[config.mk]
export PLATFORM = sky130hd
export DESIGN_NAME = fsm_rd_responder
export DESIGN_NICKNAME = d
export VERILOG_FILES = /design/src/rtl/fsm_rd_pkg.sv /design/src/rtl/rd_fifo.sv /design/src/rtl/fsm_rd_responder.sv
export SDC_FILE = /design/constraint.sdc
export NUM_CORES = 1
export LEC_CHECK = 0
export CAP_MARGIN = 30
export CORE_MARGIN = 5
export CORE_UTILIZATION = 42
export CTS_BUF_LIST = sky130_fd_sc_hd__clkbuf_16
export DETAILED_ROUTE_END_ITERATION = 16
export PLACE_DENSITY = 0.56
export SYNTH_ARGS = -nofsm -noshare
export SYNTH_HDL_FRONTEND = slang
export SYNTH_SLANG_ARGS = --single-unit
[constraint.sdc]
create_clock -name clk -period 6.5 [get_ports clk]
set_clock_uncertainty 0.15 [all_clocks]
set_input_delay 1.95 -clock clk [delete_from_list [all_inputs] [get_ports clk]]
set_output_delay 1.95 -clock clk [all_outputs]
set_load 0.1 [all_outputs]
[src/rtl/fsm_rd_pkg.sv]
// Shared types and defaults for the wait-state read responder.
// Holds the FSM state encoding and the default data width and FIFO depth.
package fsm_rd_pkg;

    localparam int DATA_W_DEF = 8;
    localparam int DEPTH_DEF  = 16;
    localparam int WAIT_W     = 4;

    typedef enum logic [1:0] {
        ST_IDLE  = 2'd0,
        ST_BUSY  = 2'd1,
        ST_READY = 2'd2,
        ST_HOLD  = 2'd3
    } state_t;

endpackage

[src/rtl/rd_fifo.sv]
// Power-of-two FIFO with separate push/pop strobes and a combinational head.
// A push into a full FIFO is accepted only when a pop frees a slot in the same cycle.
module rd_fifo #(
    parameter int DATA_W = 8,
    parameter int DEPTH  = 16
) (
    input  logic              clk,
    input  logic              rst,
    input  logic              push_i,
    input  logic [DATA_W-1:0] wr_data_i,
    input  logic              pop_i,
    output logic [DATA_W-1:0] head_o,
    output logic              full_o,
    output logic              empty_o
);
    localparam int AW = $clog2(DEPTH);
    localparam int CW = AW + 1;

    logic [AW-1:0]     wr_ptr_q;
    logic [AW-1:0]     rd_ptr_q;
    logic [CW-1:0]     count_q;
    logic [DATA_W-1:0] mem_q [DEPTH];
    logic              do_push_s;
    logic              do_pop_s;

    assign full_o    = (count_q == CW'(DEPTH));
    assign empty_o   = (count_q == {CW{1'b0}});
    assign do_pop_s  = pop_i && !empty_o;
    assign do_push_s = push_i && (!full_o || do_pop_s);
    assign head_o    = mem_q[rd_ptr_q];

    // Pointers and occupancy count; pointers wrap modulo DEPTH.
    always_ff @(posedge clk or posedge rst) begin
        if (rst) begin
            wr_ptr_q <= {AW{1'b0}};
            rd_ptr_q <= {AW{1'b0}};
            count_q  <= {CW{1'b0}};
        end else begin
            if (do_push_s) begin
                wr_ptr_q <= wr_ptr_q + AW'(1'b1);
            end
            if (do_pop_s) begin
                rd_ptr_q <= rd_ptr_q + AW'(1'b1);
            end
            case ({do_push_s, do_pop_s})
                2'b10:   count_q <= count_q + CW'(1'b1);
                2'b01:   count_q <= count_q - CW'(1'b1);
                default: count_q <= count_q;
            endcase
        end
    end

    // Storage array; contents are meaningless once the pointers are reset.
    always_ff @(posedge clk) begin
        if (do_push_s) begin
            mem_q[wr_ptr_q] <= wr_data_i;
        end
    end

endmodule

[src/rtl/fsm_rd_responder.sv]
// Read responder: inserts a programmable number of wait states, then
// returns the FIFO head; the initiator's done strobe pops the entry.
module fsm_rd_responder
    import fsm_rd_pkg::*;
#(
    parameter int DATA_W = DATA_W_DEF,
    parameter int DEPTH  = DEPTH_DEF
) (
    input  logic              clk,
    input  logic              rst,
    input  logic              rd,
    input  logic              ds,
    output logic              ws,
    output logic [DATA_W-1:0] rdata,
    input  logic              wr_en,
    input  logic [DATA_W-1:0] wr_data,
    input  logic [WAIT_W-1:0] wait_cfg,
    output logic              full,
    output logic              empty,
    output logic              err
);
    state_t            state_q, state_d;
    logic              ws_q, ws_d;
    logic [DATA_W-1:0] rdata_q, rdata_d;
    logic [WAIT_W-1:0] cnt_q, cnt_d;
    logic              err_q, err_d;
    logic              pop_s;
    logic              proto_err_s;
    logic              ovf_s;
    logic [DATA_W-1:0] head_s;

    rd_fifo #(
        .DATA_W (DATA_W),
        .DEPTH  (DEPTH)
    ) u_fifo (
        .clk       (clk),
        .rst       (rst),
        .push_i    (wr_en),
        .wr_data_i (wr_data),
        .pop_i     (pop_s),
        .head_o    (head_s),
        .full_o    (full),
        .empty_o   (empty)
    );

    // Next-state, wait counter, registered ws/rdata and error decode.
    always_comb begin
        state_d     = state_q;
        ws_d        = ws_q;
        rdata_d     = rdata_q;
        cnt_d       = cnt_q;
        pop_s       = 1'b0;
        proto_err_s = 1'b0;
        case (state_q)
            ST_IDLE: begin
                proto_err_s = ds;
                if (rd) begin
                    cnt_d = wait_cfg;
                    if ((wait_cfg != {WAIT_W{1'b0}}) || empty) begin
                        state_d = ST_BUSY;
                        ws_d    = 1'b1;
                    end else begin
                        state_d = ST_READY;
                        ws_d    = 1'b0;
                        rdata_d = head_s;
                    end
                end else begin
                    state_d = ST_IDLE;
                    ws_d    = 1'b0;
                end
            end
            ST_BUSY: begin
                proto_err_s = ds;
                if (!rd) begin
                    state_d = ST_IDLE;
                    ws_d    = 1'b0;
                end else begin
                    if (cnt_q != {WAIT_W{1'b0}}) begin
                        cnt_d = cnt_q - WAIT_W'(1'b1);
                    end else begin
                        cnt_d = cnt_q;
                    end
                    // Leave on the cycle the count reaches zero, so ws lasts wait_cfg cycles.
                    if ((cnt_q <= WAIT_W'(1'b1)) && !empty) begin
                        state_d = ST_READY;
                        ws_d    = 1'b0;
                        rdata_d = head_s;
                    end else begin
                        state_d = ST_BUSY;
                    end
                end
            end
            ST_READY, ST_HOLD: begin
                if (ds) begin
                    pop_s   = 1'b1;
                    state_d = ST_IDLE;
                end else if (rd) begin
                    state_d = ST_HOLD;
                end else begin
                    state_d = ST_IDLE;
                end
                ws_d = 1'b0;
            end
            default: begin
                state_d = ST_IDLE;
                ws_d    = 1'b0;
            end
        endcase
        ovf_s = wr_en && full && !pop_s;
        err_d = err_q | proto_err_s | ovf_s;
    end

    // State and output registers.
    always_ff @(posedge clk or posedge rst) begin
        if (rst) begin
            state_q <= ST_IDLE;
            ws_q    <= 1'b0;
            rdata_q <= {DATA_W{1'b0}};
            cnt_q   <= {WAIT_W{1'b0}};
            err_q   <= 1'b0;
        end else begin
            state_q <= state_d;
            ws_q    <= ws_d;
            rdata_q <= rdata_d;
            cnt_q   <= cnt_d;
            err_q   <= err_d;
        end
    end

    assign ws    = ws_q;
    assign rdata = rdata_q;
    assign err   = err_q;

endmodule

---- Yosys cells after proc, flatten, opt, wreduce, memory -nomap -nowiden ----
Memories as Yosys holds them, arrays and structs flattened.
Cells that the tools add are included.
word-level totals
  register bits after elaboration ......... 29
  memory bits (writable) .................. 128
  bits of input ports ..................... 17
  output and inout port bits .............. 12
  memories ................................ 1
operators by class
  $add $sub $neg .......................... 5
  order comparisons ....................... 1
  equality and inequality tests ........... 12
  multiplexer cells ....................... 27
  bitwise gates (word level) .............. 2
  reduce and logical (&&, ||, !) cells .... 20
memories
  name          depth  width  rd ports  clocked after Yosys merged registers in  write ports  RTL line       source
  u_fifo.mem_q  16     8      1         0                                        1            rd_fifo.sv:22  logic [DATA_W-1:0] mem_q [DEPTH];
operator list
  cell                 number
  $mux 8               4
  $pmux 8 s2           1
  $mux 2               6
  $mux 4               3
  $ne 2x2->1 const B   5
  $pmux 5 s2           1
  $mux 1               9
  $add 4x1->4 const B  2
  $pmux 4 s2           1
  $reduce_bool 4->1    2
  $eq 2x2->1 const B   3
  $pmux 2 s3           1
  $add 5x1->5 const B  1
  $eq 5x5->1 const B   1
  $logic_and 1x1->1    5
  $logic_not 5->1      1
  $reduce_and 5->1     1
  $sub 5x1->5 const B  1
  $eq 2x1->1 const B   2
  $le 4x1->1 const B   1
  $reduce_and 4->1     1
  $reduce_bool 2->1    2
  $reduce_or 2->1      2
  $sub 4x1->4 const B  1
  6 further kinds      10

---- Logic depth before layout (Yosys ltp) ----
Gate-level depths: netlist of the first run.
  word-level depth ........................ 8
  gate-level depth with buffers ........... 12

---- Cells and area by module ----
Synthesis of the first run repeated with hierarchy kept, for this count alone.
unflattened totals
  cell total of the unflattened synthesis .. 385
  area, all modules ....................... 6631.4 sq um
by module, submodules not included
  module            instances  cells each  area each (sq um)
  rd_fifo           1          296         5749.3
  fsm_rd_responder  1          89          882.1

---- Worst setup path after synthesis of the first run ----
OpenSTA, ideal clock, no wires.
  path type ............................... input to register
  start ................................... in ds
  end ..................................... reg u_fifo.count_q[4]
  setup time .............................. 0.123 ns
  arrival ................................. 3.834 ns
  setup slack ............................. 2.393 ns
  stages on the path ...................... 11
  path buffers ............................ 1
  path through ............................ nand2_1 -> a31oi_2 -> inv_1 -> ha_1 -> clkbuf_1 -> xor2_1 -> ha_1 -> o211a_1 -> o31ai_1 -> a31oi_1 -> xnor2_1
on the way
  cells in the longest elaborated chain, start to end .. 7
  elaborated cells between the ends (all ways) .. 9
  classes of those cells .................. 2 x eq/ne; 3 x mux; 4 x reduce/logical
ends and longest elaborated chain
  element                                          RTL line                source
  start, declared                                  fsm_rd_responder.sv:12  input logic ds,
  $mux 1 *                                         fsm_rd_responder.sv:94  if (ds) begin
  $mux 1 *                                         fsm_rd_responder.sv:54  case (state_q)
  $logic_and 1x1->1 *                              rd_fifo.sv:28           assign do_pop_s = pop_i && !empty_o;
  $logic_or 1x1->1                                 rd_fifo.sv:29           assign do_push_s = push_i && (!full_o || do_pop_s);
  $logic_and 1x1->1                                rd_fifo.sv:29
  $eq 2x1->1 or $eq 2x2->1 (tied branches)         rd_fifo.sv:45           case ({do_push_s, do_pop_s})
  $pmux 5 s2 or $reduce_bool 2->1 (tied branches)  n/a
  end signal, assigned                             rd_fifo.sv:46           2'b10: count_q <= count_q + CW'(1'b1);
  end signal, assigned                             rd_fifo.sv:47           2'b01: count_q <= count_q - CW'(1'b1);
  end signal, assigned                             rd_fifo.sv:48           default: count_q <= count_q;
  end, declared                                    rd_fifo.sv:21           logic [CW-1:0] count_q;
Every way passes the cells marked *; elsewhere a longest branch is shown, timed or not.
A chain may end at the register's enable or synchronous reset.

---- Worst setup path in the final report of the first run ----
  start ................................... reg u_fifo.count_q[1]
  end ..................................... out empty
on the way
  cells in the longest elaborated chain, start to end .. 1
ends and longest elaborated chain
  element                 RTL line                source
  start signal, assigned  rd_fifo.sv:37           count_q <= {CW{1'b0}};
  start signal, assigned  rd_fifo.sv:46
  start signal, assigned  rd_fifo.sv:47
  $logic_not 5->1         rd_fifo.sv:27           assign empty_o = (count_q == {CW{1'b0}});
  end, declared           fsm_rd_responder.sv:19  output logic empty,
No other way between the ends.

==> results of run 1 <==
==> worst min path at each step <==
stage,startpoint,endpoint,cells past startpoint
finish,err,err,1
global route,err,err,1
CTS,err,err,1
detailed placement,err,err,1
global placement,err,err,1
floorplan,cnt_q[1],cnt_q[1],2
==> kinds of logic after synthesis <==
| group | share of synthesized area (%) |
|---|---|
| AOI/OAI and AO/OA | 3.38 |
| xor gates and xnor gates | 1.47 |
| adders and majority gates | 2.10 |
| buffers and inverters | 2.18 |
| DFF | 69.7 |
| muxes | 16.7 |
| and+or+nand+nor | 4.49 |
==> state kept, by name, indices dropped and copies added, names as in the netlist <==
register	flops
u_fifo.wr_ptr_q	4
cnt_q	4
u_fifo.rd_ptr_q	4
state_q	2
ws	1
u_fifo.count_q	5
u_fifo.mem_q	128
rdata	8
err	1
==> per-stage QoR <==
step / utilization (%) / std cells / power, mW
global placement: 46.1 / 589 / 2.37
global route: 49.6 / 622 / 3.40
CTS: 49.5 / 621 / 3.27
finish: 49.6 / 622 / 3.22
floorplan: - / 363 / 2.13
detailed placement: 46.1 / 589 / 2.38
==> power by group <==
| group | internal [mW] | switching, mW | leakage [nW] |
|---|---|---|---|
| clock | 0.511 | 0.365 | 0.269 |
| sequential | 1.26 | 0.117 | 1.50 |
| combinational | 0.383 | 0.587 | 0.845 |
| total | 2.15 | 1.07 | 2.62 |
==> worst register-to-register path, stage by stage, from the launching register on <==
cell     delay [ns]
dfrtp_1        0.46
nor4_2         0.46
a31oi_2        0.31
inv_1          0.16
ha_1           0.35
xor2_1         0.12
ha_1           0.24
o211a_1        0.22
o31ai_1        0.18
a31oi_1        0.08
xnor2_1        0.14
==> Yosys cell counts (all sizes together) (2+ instances only) <==
master	number
nand4	2
xnor2	7
nor2b	2
and3b	2
clkbuf	7
mux2i	26
and2	15
nor2	15
buf	9
o21ai	12
nand2	7
ha	11
a21oi	5
a211oi	2
xor2	4
mux4	32
nor3	2
edfxtp	128
a31oi	2
dfrtp	29
and3	2
a21o	2
mux2	10
nand2b	4
inv	14
==> metal layers <==
metal	track usage [%]	vias to the layer above	share of wire (%)
li1	-	1488	-
met1	19.8	1682	46
met2	22.8	54	47
met3	3.95	16	4.4
met4	5.71	0	1.8
met5	0	-	0
==> cell type report <==
| class | count | share of cell area [%] |
|---|---|---|
| clock buffers | 17 | 5.63 |
| multi-input cells | 176 | 24.4 |
| well taps | 211 | 3.49 |
| flip-flops and latches | 157 | 60.5 |
| inverters | 14 | 0.695 |
| repair buffers | 32 | 4.10 |
| clock inverters | 15 | 1.26 |
==> summary.txt, run 1 <==
Critical path
  – Worst setup path endpoint: empty
  – Source of the worst register-to-register timing path: u_fifo.count_q[1]
  – Req. time, crit path: 4.40 ns
  – End of the worst register-to-register path: u_fifo.count_q[4]
  – Stage delay of the slowest cell on the critical path: 1.18 ns
  – Register-to-Register Path Depth: 10
  – Slowest-stage cell, CP: clkdlybuf4s50_1
  – Category of the worst setup path launch point: register
  – Sort of element at the end of the critical path: primary output
  – Path length in cells of the critical path: 3
  – Cell breakdown of the critical path: nor4_2, and2_1, clkdlybuf4s50_1
  – Setup slack, reg-to-reg: 3.52 ns
  – Launching instance or port of the critical path: u_fifo.count_q[1]
  – Critical path class: reg2out
  – Kind of cell with the highest combined delay on the critical path: buffers and inverters
  – Crit path buf inv count: 1
  – CP Max Fanout: 7
  – Worst EP arrival: 2.84 ns

GRT
  – Largest net degree at the start of global routing: 35
  – Global-route total usage across every layer: 14.6%
  – First-pass GRT wire length: 19.3 mm
  – Number of antenna violations at the first check in global routing: 0
  – Total gr overflow: 0
  – Vias in the first global route: 3,351

Power and ir drop
  – Power per cell area: 426 nW/um^2
  – Worst supply voltage drop on vdd: 198 uV
  – Leak pwr: 2.62 nW

STA
  – Hold Vio Cnt, Final: 0
  – Fin crit share: 76.0%
  – Maximum achievable frequency: 203 MHz
  – Max-slew violation total from the final report: 0
  – Post-route worst hold slack: 0.315 ns
  – Rel. slew slack: 33.8%
  – Worst Max-Slew Pin Slew: 0.990 ns
  – Total negative slack: 0 ns
  – Setup repair after global routing missed its margin: no
  – Final worst setup slack: 1.56 ns
  – Setup-violating endpoint count in the final report: 0
  – Minimum clock period: 4.94 ns

Routing
  – WL/cell: 19.8 um
  – Routed vias: 3,240
  – Number of design rule violations left after detail routing: 0
  – First-iteration detailed-routing DRC count: 192
  – Number of routed nets with antenna violations: 0
  – Vias per cell: 5.21
  – Wirelength, routed: 12.3 mm
  – Number of detailed-routing iterations run before antenna repair: 5

CTS
  – Number of sinks on the clock net: 157
  – Number of buffers inserted by post-CTS setup repair: 0
  – TritonCTS clock tree: built
  – Clk Latency, worst-skew pair: 0.41 ns
  – Quantity of gates resized following cts: 0
  – Inserted Clock Buffers: 17
  – H-tree depth: 4
  – Buffers from clock root to sink, at most: 2
  – Clk pin slew, worst setup/hold paths: 0.06 ns
  – Clock root buffer master: clkbuf_16
  – # hold bufs at CTS: 0

Floorplanning
  – Die outline width: 135 um
  – Die span in y: 135 um
  – Effective utilization at floorplan: 43.0%
  – Area of the die: 18,200 um^2
  – Core area: 15,300 um^2
  – Row count: 45
  – Io pins: 29

Logic synthesis
  – Cell type with the largest total area after synthesis: edfxtp_1
  – Portion of synthesized cell area occupied by the leading cell type: 58.6%
  – Share of synthesized flip-flops with an asynchronous set or reset: 18.5%
  – Synth unique cells: 42
  – Sequential fraction of the synthesis area: 69.7%
  – Summed instance area of the synthesized netlist: 6560 um^2
  – Mapped Nets: 391
  – Cell count after synthesis: 363
  – Dominant synthesized flop cell: edfxtp_1
  – Number of register bits inferred by synthesis: 157
  – Warning count from the yosys run: 0
  – Cells taking the most area after synthesis: edfxtp_1 59%, dfrtp_1 11%, mux4_2 11%, mux2i_1 4.0%, ha_1 2.1%
  – Syn Area/Cell: 18.1 um^2
  – Number of synthesized flops with an enable pin: 128

Layout
  – Storage cell area: 4570 um^2
  – Inserted Diodes: 0
  – FILL cells: 1,260
  – Leading cell type in the layout, fill and taps excluded: edfxtp_1
  – Final standard cell area without fillers: 7560 um^2
  – Fraction of final layout cells sized beyond drive strength 1: 18.2%
  – Area Overhead vs Synth: 15.4%
  – Layout net count: 426
  – Commonest non-fill, non-tap cells in the layout: 128 x edfxtp_1, 32 x mux4_2, 28 x clkdlybuf4s50_1
  – Area used by multi-input combinational logic: 1840 um^2

Status
  – Result of the run: complete, no violations

Hold path
  – HP Class: reg2reg

Placement
  – Detail Placement HPWL: 7.79 mm
  – Placed Area: 7030 um^2
  – Number of port buffers: 28
  – Pre-CTS worst setup slack: 1.66 ns
  – Gp weighted congestion: 0.729

Job
  – MaxCap Viol Count: 0
(Power assumes the default switching activity.)
==> run 2, diff against run 1 <==
==> constraint.sdc (replaced) <==
create_clock -name clk -period 4.93 [get_ports clk]
set_clock_uncertainty 0.15 [all_clocks]
set_input_delay 1.479 -clock clk [delete_from_list [all_inputs] [get_ports clk]]
set_output_delay 1.479 -clock clk [all_outputs]
set_load 0.1 [all_outputs]
==> run 2 against run 1 <==
Wire length rose by 1.5%. Sequential power grew 36%. Design area grew 0.83%. Critical path depth grew 8. Worst hold slack worse by 0.0079 ns. Combinational power is 29% higher. Clock-buffer cell count is the same. Register-to-register slack worse by 1.6 ns. Critical path type is now in2reg. Global-route usage is 0.28 points higher.
==> summary.txt, run 2 (synthesis results as in run 1) <==
Power and ir drop
  – Clock group share of total power: 28.9% (+1.7 points)
  – Comb power frac: 28.6% (-1.5 points)
  – Switch Pwr: 1.45 mW (+36%)
  – Sequential cell fraction of total power: 42.6% (about the same)
  – Cell internal power dissipation: 2.91 mW (+35%)
  – Switching power as a share of total power: 33.3% (+0.16 points)
  – Worst supply voltage drop on vdd: 299 uV (+51%)
  – Total Power: 4.36 mW (+36%)
  – Power per cell area: 572 nW/um^2 (+34%)
  – Leak pwr: 2.65 nW (+1.2%)

CTS
  – # hold bufs at CTS: 0 (unchanged)
  – Clk Latency, worst-skew pair: 0.42 ns (about the same)
  – H-tree depth: 4 (unchanged)
  – Number of sinks on the clock net: 157 (unchanged)
  – Inserted Clock Buffers: 17 (unchanged)
  – Quantity of gates resized following cts: 0 (unchanged)
  – Clk pin slew, worst setup/hold paths: 0.06 ns (about the same)
  – Clock root buffer master: clkbuf_16
  – Buffers from clock root to sink, at most: 2 (unchanged)
  – TritonCTS clock tree: built
  – Number of buffers inserted by post-CTS setup repair: 0 (unchanged)

Routing
  – Number of design rule violations left after detail routing: 0 (unchanged)
  – Number of routed nets with antenna violations: 0 (unchanged)
  – First-iteration detailed-routing DRC count: 147 (-23%)
  – Vias per cell: 5.23 (+0.39%)
  – WL/cell: 20.0 um (+1.2%)
  – Wirelength, routed: 12.5 mm (+1.5%)
  – Number of detailed-routing iterations run before antenna repair: 4 (-1)
  – Routed vias: 3,263 (+0.71%)

Layout
  – Final standard cell area without fillers: 7620 um^2 (+0.83%)
  – Layout net count: 428 (+0.47%)
  – Area Overhead vs Synth: 16.3%
  – Leading cell type in the layout, fill and taps excluded: edfxtp_1
  – Register containing the most flip-flops in the final layout: u_fifo.mem_q
  – Commonest non-fill, non-tap cells in the layout: 128 x edfxtp_1, 32 x mux4_2, 27 x dfrtp_1
  – Core Util, Final: 50.0% (+0.41 points)
  – Fraction of final layout cells sized beyond drive strength 1: 20.6% (+2.3 points)
  – Max FFs per register: 128 (unchanged)
  – Inserted Diodes: 0 (unchanged)
  – FILL cells: 1,290 (+2.4%)

STA
  – Hold Vio Cnt, Final: 0 (unchanged)
  – Rel. slew slack: 33.7% (-0.11 points)
  – Worst Max-Slew Pin Slew: 0.992 ns (+0.00158 ns)
  – Maximum achievable frequency: 250 MHz
  – Setup-violating endpoint count in the final report: 0 (unchanged)
  – Minimum clock period: 4.00 ns
  – Fin crit share: 81.2%
  – Setup repair after global routing missed its margin: no
  – Total negative slack: 0 ns (unchanged)
  – Max-slew violation total from the final report: 0 (unchanged)
  – Post-route worst hold slack: 0.307 ns (-0.00792 ns)

Placement
  – Number of port buffers: 28 (unchanged)
  – Detail Placement HPWL: 8.05 mm (+3.3%)
  – Placed Area: 7050 um^2 (+0.25%)
  – Gp weighted congestion: 0.794 (+9.0%)

Job
  – MaxCap Viol Count: 0 (unchanged)

Critical path
  – CP Max Fanout: 10 (+3)
  – Sort of element at the end of the critical path: register
  – Setup slack, reg-to-reg: 1.90 ns (-1.62 ns)
  – Register-to-Register Path Depth: 10 (unchanged)
  – Req. time, crit path: 5.08 ns (+0.68 ns)
  – End of the worst register-to-register path: u_fifo.count_q[4]
  – Worst EP arrival: 4.15 ns (+1.31 ns)
  – Source of the worst register-to-register timing path: u_fifo.count_q[1]
  – Critical path class: in2reg
  – Category of the worst setup path launch point: primary input

GRT
  – Vias in the first global route: 3,435 (+2.5%)
  – Number of antenna violations at the first check in global routing: 0 (unchanged)
  – Total gr overflow: 0 (unchanged)
  – Largest net degree at the start of global routing: 34 (-2.9%)
  – First-pass GRT wire length: 19.8 mm (+2.7%)
  – Global-route total usage across every layer: 14.9% (+0.28 points)

Floorplanning
  – Die outline width: 135 um (unchanged)
  – Io pins: 29 (unchanged)
  – Core area: 15,300 um^2 (unchanged)
  – Row count: 45 (unchanged)
  – Effective utilization at floorplan: 43.0% (unchanged)
  – Area of the die: 18,200 um^2 (unchanged)
  – Die span in y: 135 um (unchanged)

Hold path
  – Hold path cells: 1 (unchanged)
  – Terminating pin of the worst hold path: err
  – Critical hold path startpoint: err
  – HP Class: reg2reg

Status
  – Result of the run: complete, no violations
run 2: worst max-delay path, stage by stage:
cell and delay, ns:
clkdlybuf4s50_1 0.50, nand2_1 0.13, a31oi_2 0.50, inv_1 0.12, ha_1 0.32, xor2_1 0.18
ha_1 0.24, o211a_1 0.21, o31ai_1 0.23, a31oi_1 0.09, xnor2_1 0.14
run 2: worst max-delay path by stage:
stage               from                end  slack [ns]  cells after the start
global placement      ds  u_fifo.count_q[4]        0.62                     11
CTS                   ds  u_fifo.count_q[4]        0.95                     11
detailed placement    ds  u_fifo.count_q[4]        0.50                     11
global route          ds  u_fifo.count_q[4]        0.78                     11
floorplan             ds  u_fifo.count_q[4]        1.29                     11
finish                ds  u_fifo.count_q[4]        0.93                     11
run 2: final cells by class:
cell class                 count  area [um^2]  area share [%]
clock buffer                  17          425            5.58
clock inverter                15          148            1.94
inverter                      14         52.6           0.689
multi-input combinational    176         1840            24.2
sequential                   157         4570            60.0
tap                          211          264            3.46
timing repair buffer          34          320            4.20
run 2: per-stage QoR:
step	instances	worst slack [ns]
3_3_place_gp	592	0.618
4_1_cts	624	0.948
6_report	624	0.929
5_1_grt	624	0.779
3_5_place_dp	592	0.502
2_1_floorplan	363	1.29
run 2: power groups by stage:
stage               combinational, mW  clock, mW  sequential (mW)
finish                           1.25       1.26             1.86
global route                     1.34       1.35             1.89
CTS                              1.27       1.29             1.87
detailed placement               1.26          0             1.89
global placement                 1.24          0             1.88
floorplan                       0.783          0             2.02
run 2: routing by layer:
| layer | vias up | GRT usage (%) | wire length [um] |
|---|---|---|---|
| met1 | 1693 | 19.4 | 5710 |
| met5 | - | 0 | 0 |
| li1 | 1487 | - | - |
| met4 | 0 | 5.38 | 213 |
| met2 | 65 | 24.4 | 6080 |
| met3 | 18 | 3.87 | 504 |
